===== src/rtl/gf2m_reduce_b233.sv =====
// GF(2^233) reduction modulo x^233 + x^74 + 1.
// Folds STEP upper product bits per cycle, top window first.
module gf2m_reduce_b233 #(
  parameter int STEP = 32
) (
  input  logic         clk,
  input  logic         rst,
  input  logic         in_valid,
  output logic         in_ready,
  input  logic [465:0] c_in,
  output logic [232:0] r,
  output logic         out_valid,
  input  logic         out_ready
);

  localparam int N = (233 + STEP - 1) / STEP;
  localparam logic [465:0] ONES = '1;
  localparam logic [7:0] LAST = 8'(N - 1);

  typedef enum logic [1:0] {
    IDLE,
    REDUCE,
    DONE
  } state_t;

  state_t       state;
  logic [465:0] acc;
  logic [465:0] win;
  logic [465:0] hit;
  logic [465:0] nxt;
  logic [7:0]   cnt;
  int           sh;
  int           lo;

  // x^k = x^(k-233) * (x^74 + 1): each set bit in the window lands
  // at k-233 and k-159, both strictly below the window.
  always_comb begin
    sh  = int'(cnt) * STEP;
    lo  = 465 - sh - STEP + 1;
    if (lo < 233) lo = 233;
    win = (ONES >> sh) & (ONES << lo);
    hit = acc & win;
    nxt = (acc & ~win) ^ (hit >> 233) ^ (hit >> 159);
  end

  always_ff @(posedge clk) begin
    if (rst) begin
      state     <= IDLE;
      acc       <= '0;
      cnt       <= '0;
      r         <= '0;
      out_valid <= 1'b0;
      in_ready  <= 1'b1;
    end else begin
      unique case (state)
        IDLE: begin
          if (in_valid) begin
            acc      <= c_in;
            cnt      <= '0;
            state    <= REDUCE;
            in_ready <= 1'b0;
          end
        end
        REDUCE: begin
          acc <= nxt;
          cnt <= cnt + 8'd1;
          if (cnt == LAST) begin
            state     <= DONE;
            r         <= nxt[232:0];
            out_valid <= 1'b1;
          end
        end
        DONE: begin
          if (out_ready) begin
            state     <= IDLE;
            out_valid <= 1'b0;
            in_ready  <= 1'b1;
          end
        end
        default: state <= IDLE;
      endcase
    end
  end

endmodule


===== config.mk =====
export PLATFORM = sky130hd
export DESIGN_NAME = gf2m_reduce_b233
export DESIGN_NICKNAME = d
export VERILOG_FILES = /design/src/rtl/gf2m_reduce_b233.sv
export SDC_FILE = /design/constraint.sdc
export NUM_CORES = 2
export LEC_CHECK = 0
export ABC_AREA = 1
export CAP_MARGIN = 20
export CORE_MARGIN = 2
export CORE_UTILIZATION = 54
export CTS_CLUSTER_SIZE = 30
export DETAILED_ROUTE_END_ITERATION = 7
export PLACE_DENSITY = 0.8
export SYNTH_ARGS = -nofsm -noshare
export SYNTH_HDL_FRONTEND = slang
export SYNTH_SLANG_ARGS = --single-unit

===== constraint.sdc =====
create_clock -name clk -period 5 [get_ports clk]
set_input_delay 1 -clock clk [delete_from_list [all_inputs] [get_ports clk]]
set_output_delay 1 -clock clk [all_outputs]
set_load 0.01 [all_outputs]

# After elaboration in Yosys (flattened, before gate mapping)

Index checks and enable logic that the tools add are counted.
Widths: inputs -> output; s select.

Reduce and logical (&&, ||, !) cells: 9
Bitwise operators: 6
Muxes and demuxes: 15
Eq/ne operators: 6
$lt $le $gt $ge: 1
Shift operators: 2
$add $sub $neg: 4

Operators by type and width:

| kind                     | count |
|---|---|
| $and 466x466->466        | 3 |
| $pmux 466 s2             | 1 |
| $mux 466                 | 1 |
| $not 466->466            | 1 |
| $shl 466x32->466 const A | 1 |
| $shr 466x13->466 const A | 1 |
| $xor 466x233->466        | 1 |
| $xor 466x307->466        | 1 |
| $mux 32                  | 1 |
| $add 15x2->16 const B    | 1 |
| $lt 16x9->1 const B      | 1 |
| $pmux 8 s2               | 1 |
| $sub 14x7->15 const B    | 1 |
| $sub 9x13->14 const A    | 1 |
| $reduce_and 3->1         | 3 |
| $add 8x1->8 const B      | 1 |
| $eq 8x3->1 const B       | 1 |
| $mux 8                   | 1 |
| $mux 2                   | 3 |
| $ne 2x2->1 const B       | 3 |
| $pmux 2 s3               | 1 |
| $reduce_bool 2->1        | 3 |
| $mux 1                   | 4 |
| $pmux 1 s2               | 2 |
| other kinds (4)          | 5 |

Input bits: 470
Flip-flop bits (word level): 711
Logic and storage cells: 49
Output and inout bits: 235

# Longest topological paths before layout

Word-level depth: 12
Gate-level depth with buffers: 28
Depth with buffers taken out: 27

# Worst setup path before layout

No wires, ideal clock.

Path type: register to register
Start point: register cnt[1]
End point: register acc[165]
Stages on the path, launching flop included: 26
Setup time: 128 ps
Data required time: 4872 ps
Clock period less this slack: 3725 ps
Arrival time: 3598 ps
Path buffers: 2
Slack: 1275 ps
Cell sequence: dfxtp_1 > ha_1 > inv_1 > nor2_1 > nand2_1 > nand2_1 > nand2_1 > nor2_1 > nand2_1 > o2111ai_1 > nor2_1 > ha_1 > inv_1 > nand2_1 > a21oi_1 > nand4_2 > nand2_1 > nand2_2 > buf_4 > buf_6 > nor2_1 > inv_2 > nand3_1 > nand2_1 > a21oi_1 > nor2_1

Cells in the longest elaborated chain, start to end: 12
Elaborated cells on any way between the ends: 14
Those cells by class: add/sub (3); order compare (1); shift (2); mux (2); bitwise (6)

RTL lines:

| what                   | line | text |
|---|---|---|
| from (decl)            | 31   | `logic [7:0] cnt;` |
| from (signal assigned) | 66   | `cnt <= cnt + 8'd1;` |
| $sub 9x13->14          | 39   | `lo = 465 - sh - STEP + 1;` |
| $sub 14x7->15          | 39   |  |
| $add 15x2->16          | 39   |  |
| $lt 16x9->1            | 40   | `if (lo < 233) lo = 233;` |
| $mux 32                | 40   |  |
| $shl 466x32->466       | 41   | `win = (ONES >> sh) & (ONES << lo);` |
| $and 466x466->466 (*)  | 41   |  |
| $not 466->466          | 43   | `nxt = (acc & ~win) ^ (hit >> 233) ^ (hit >> 159);` |
| $and 466x466->466      | 43   |  |
| $xor 466x233->466      | 43   |  |
| $xor 466x307->466 (*)  | 43   |  |
| $pmux 466 s2 (*)       | 55   | `unique case (state)` |
| to (signal assigned)   | 58   | `acc <= c_in;` |
| to (signal assigned)   | 65   | `acc <= nxt;` |
| to (decl)              | 27   | `logic [465:0] acc;` |

Every way passes the cells marked *; elsewhere a longest branch is shown, timed or not.
A chain may end at the register's enable or synchronous reset.

# Worst setup path in the final report

Start point: register cnt[2]
End point: register r[97]

Cells in the longest elaborated chain, start to end: 11
Elaborated cells on any way between the ends: 15
Those cells by class: add/sub (3); order compare (1); eq/ne (1); shift (2); mux (1); bitwise (6); reduce/logical (1)

RTL lines:

| what                 | line | text |
|---|---|---|
| $sub 9x13->14        | 39   |  |
| $sub 14x7->15        | 39   |  |
| $add 15x2->16        | 39   |  |
| $lt 16x9->1          | 40   |  |
| $mux 32              | 40   |  |
| $shl 466x32->466     | 41   |  |
| $and 466x466->466    | 41   |  |
| $not 466->466        | 43   |  |
| $and 466x466->466    | 43   |  |
| $xor 466x233->466    | 43   |  |
| $xor 466x307->466    | 43   |  |
| to (signal assigned) | 69   | `r <= nxt[232:0];` |
| to (decl)            | 11   | `output logic [232:0] r,` |

Parallel ways exist; a longest one is shown, timed or not.

==> impl_metrics.csv <==
group,metric,value,unit
clocking,cts_root_buf,"clkbuf_16",
placed_design,port_buffers,704,
power_and_ir_drop,power,0.0151,W
clocking,cts_hold_buf,0,
worst_setup_path,r2r_setup_slack,400,ps
die,dieWidth,279,um
worst_setup_path,worstPathMaxFanout,38,
grt,grt_max_degree,199,
timing,grt_setup_unrepaired,"no",
drt,wirelength,166,mm
grt,grt_pass1_vias,42929,
clocking,tritoncts,"yes",
final_layout,fin_nets,7456,
timing,fin_ws,399,ps
timing,setup_viol,0,
grt,grt_remaining_overflow,0,
clocking,cts_max_level,3,
worst_setup_path,cp-start-kind,"register",
drt,ant_nets,0,
die,die_h,279,um
yosys,synthArstFlopShare,0,%
worst_setup_path,arrival,5130,ps
timing,fin_crit,4600,ps
timing,slew_headroom,22.6,%
final_layout,regArea,14200,um2
timing,drv_slew,0,
drt,vias,47326,
drt,avgRoutedWirePerCell,20.6,um
power_and_ir_drop,vdd_drop_max,0.212,mV
final_layout,fin_area,51100,um2
die,dieArea,78100,um2
final_layout,final_util,68.3,%
placed_design,dpl-instance-area,48500,um2
drt,vias_per_cell,5.90,
worst_setup_path,path_class,"register to register",
yosys,synth_top_area_share,34.7,%
yosys,synth-edff-count,0,
grt,antenna_found_initial,14,
timing,tightest_slew,1160,ps
die,ios,705,
final_layout,multi_input_area,21800,um2
final_layout,drive_gt1_share,5.00,%
timing,hold_viol_final,0,
timing,max_freq,217,MHz
drt,drtPass1Iterations,8,
clocking,clk_pin_slew,60,ps
placed_design,pre_cts_ws,277,ps
timing,fin_skew,19.0,ps
yosys,ys.flop_type,"dfxtp_1",
timing,fin_crit_sh,92.0,%
yosys,syn_inst,6525,
clocking,cts_max_path_buffers,3,
run_status,violations,"DRC",
die,initial_utilization,54.7,%
clocking,numCtsBuffers,80,
drt,drc,2,
final_layout,fill_cells,6531,
clocking,cts.sinks,711,
yosys,syn-num-nets,6999,
timing,fin_setup_tns,0,ps
run_status,status,"complete, but fails checks",
power_and_ir_drop,p_per_area,295,nW/um2
yosys,synth.area.top_cells,"dfxtp_1, nand2_1, nand3_1",
drt,drt_iter0_drc,5943,
placed_design,gp_congestion,1.00,
flow_run,cap_viol_max_count,0,
yosys,synth-seq-area-share,34.7,%
die,core,74800,um2
grt,grt_pass1_wl,249,mm
final_layout,final_common_cell,"nand2_1",
yosys,synth_cell_type_count,45,
yosys,yosysWarnings,0,
final_layout,final_cell_mix,"nand2_1, inv_1, nand3_1",
yosys,ys_seq_elements,711,
clocking,insertion_delay,640,ps
die,num_rows,100,
yosys,netlist_area,41000,um2
placed_design,hpwl,114,mm
yosys,yosys.area.top_type,"dfxtp_1",
worst_hold_path,hold_class,"register to register",
worst_setup_path,critPathRequiredTime,5530,ps
final_layout,area_delta_synth_final,24.8,%
worst_setup_path,cp-end-kind,"register",
yosys,avgSynthCellArea,6.28,um2
power_and_ir_drop,leakagePower,22.8,nW
grt,track_usage,40.5,%
## timing repair
| item | CTS | global route |
|---|---|---|
| hold endpoints to repair | 0 | 0 |
| setup endpoints to repair | 0 | 134 |
| setup buffers | 0 | 0 |
| gates resized for setup | 0 | 5 |
## kinds of logic after synthesis
| family | after synthesis | synth area share (%) |
|---|---|---|
| compound gates | 1241 | 18.1 |
| buf+inv | 1289 | 12.3 |
| fa+ha+maj | 4 | 0.122 |
| xor+xnor | 80 | 1.71 |
| simple gates | 3200 | 33.1 |
| flops | 711 | 34.7 |
## critical path, cell delays in order, from the launching register on
cell and delay [ps]:
dfxtp_1 490, ha_1 300, nand2_1 90, nand2_1 80, nand2_2 70, nor2_1 160, nand2_1 90, nor2_1 90
nand2_1 80, o2111ai_1 260, nor2_1 70, ha_1 320, inv_1 210, nand2_1 200, nand2_2 160, nor2_4 70
nand2_2 100, nor2_4 60, inv_2 640, nand3_1 340, nand3_1 200, nand3_1 170, o211ai_1 160, inv_1 50
## path summary, 6_finish.rpt
kind | from | endpoint | cells past startpoint
setup / recovery | cnt[2] | r[97] | 23
hold / removal | acc[80] | acc[80] | 2
setup reg to reg | cnt[2] | r[97] | 23
hold reg to reg | acc[80] | acc[80] | 2
## flip-flops by register name, indices dropped and copies added, names as in the netlist
| name | count |
|---|---|
| acc | 466 |
| r | 233 |
| cnt | 8 |
| state | 2 |
| in_ready | 1 |
| out_valid | 1 |
## per-stage QoR
step / std cells / hold slack, ps
floorplan: 6525 / 442
global placement: 7869 / 450
detailed placement: 7869 / 455
CTS: 8013 / 464
global route: 8021 / 482
finish: 8023 / 464
## area by class of cell
type / count / area share [%]
clock inverters: 30 / 0.431
repair buffers: 794 / 15.7
clock buffers: 114 / 4.53
flip-flops and latches: 711 / 27.9
diodes: 10 / 0.0490
inverters: 870 / 6.44
well taps: 969 / 2.37
multi-input cells: 4525 / 42.6
## per-layer routing
| layer | wire [um] | global-route usage, % | up-vias |
|---|---|---|---|
| met2 | 71800 | 62.2 | 3014 |
| met1 | 63900 | 52.9 | 21605 |
| met5 | 47 | 0 | - |
| met3 | 18400 | 6.88 | 580 |
| met4 | 11400 | 25.7 | 8 |
| li1 | - | - | 22119 |
## Yosys cell counts (all sizes together) (60+ instances only)
library cell	number
o21ai	383
a22o	60
xor2	61
a31oi	75
dfxtp	711
a21oi	447
inv	868
clkbuf	282
a221oi	122
buf	137
nand2	1570
o211ai	104
nor2	737
nand3	814
## report_power, final
part | internal [W] | leakage [nW] | switching, W
Sequential | 0.00603 | 5.82 | 0.000254
Clock | 0.00333 | 1.26 | 0.00255
Combinational | 0.00108 | 15.7 | 0.00183
Total | 0.0104 | 22.8 | 0.00464
Note: power is estimated with default switching activity, not from simulation.
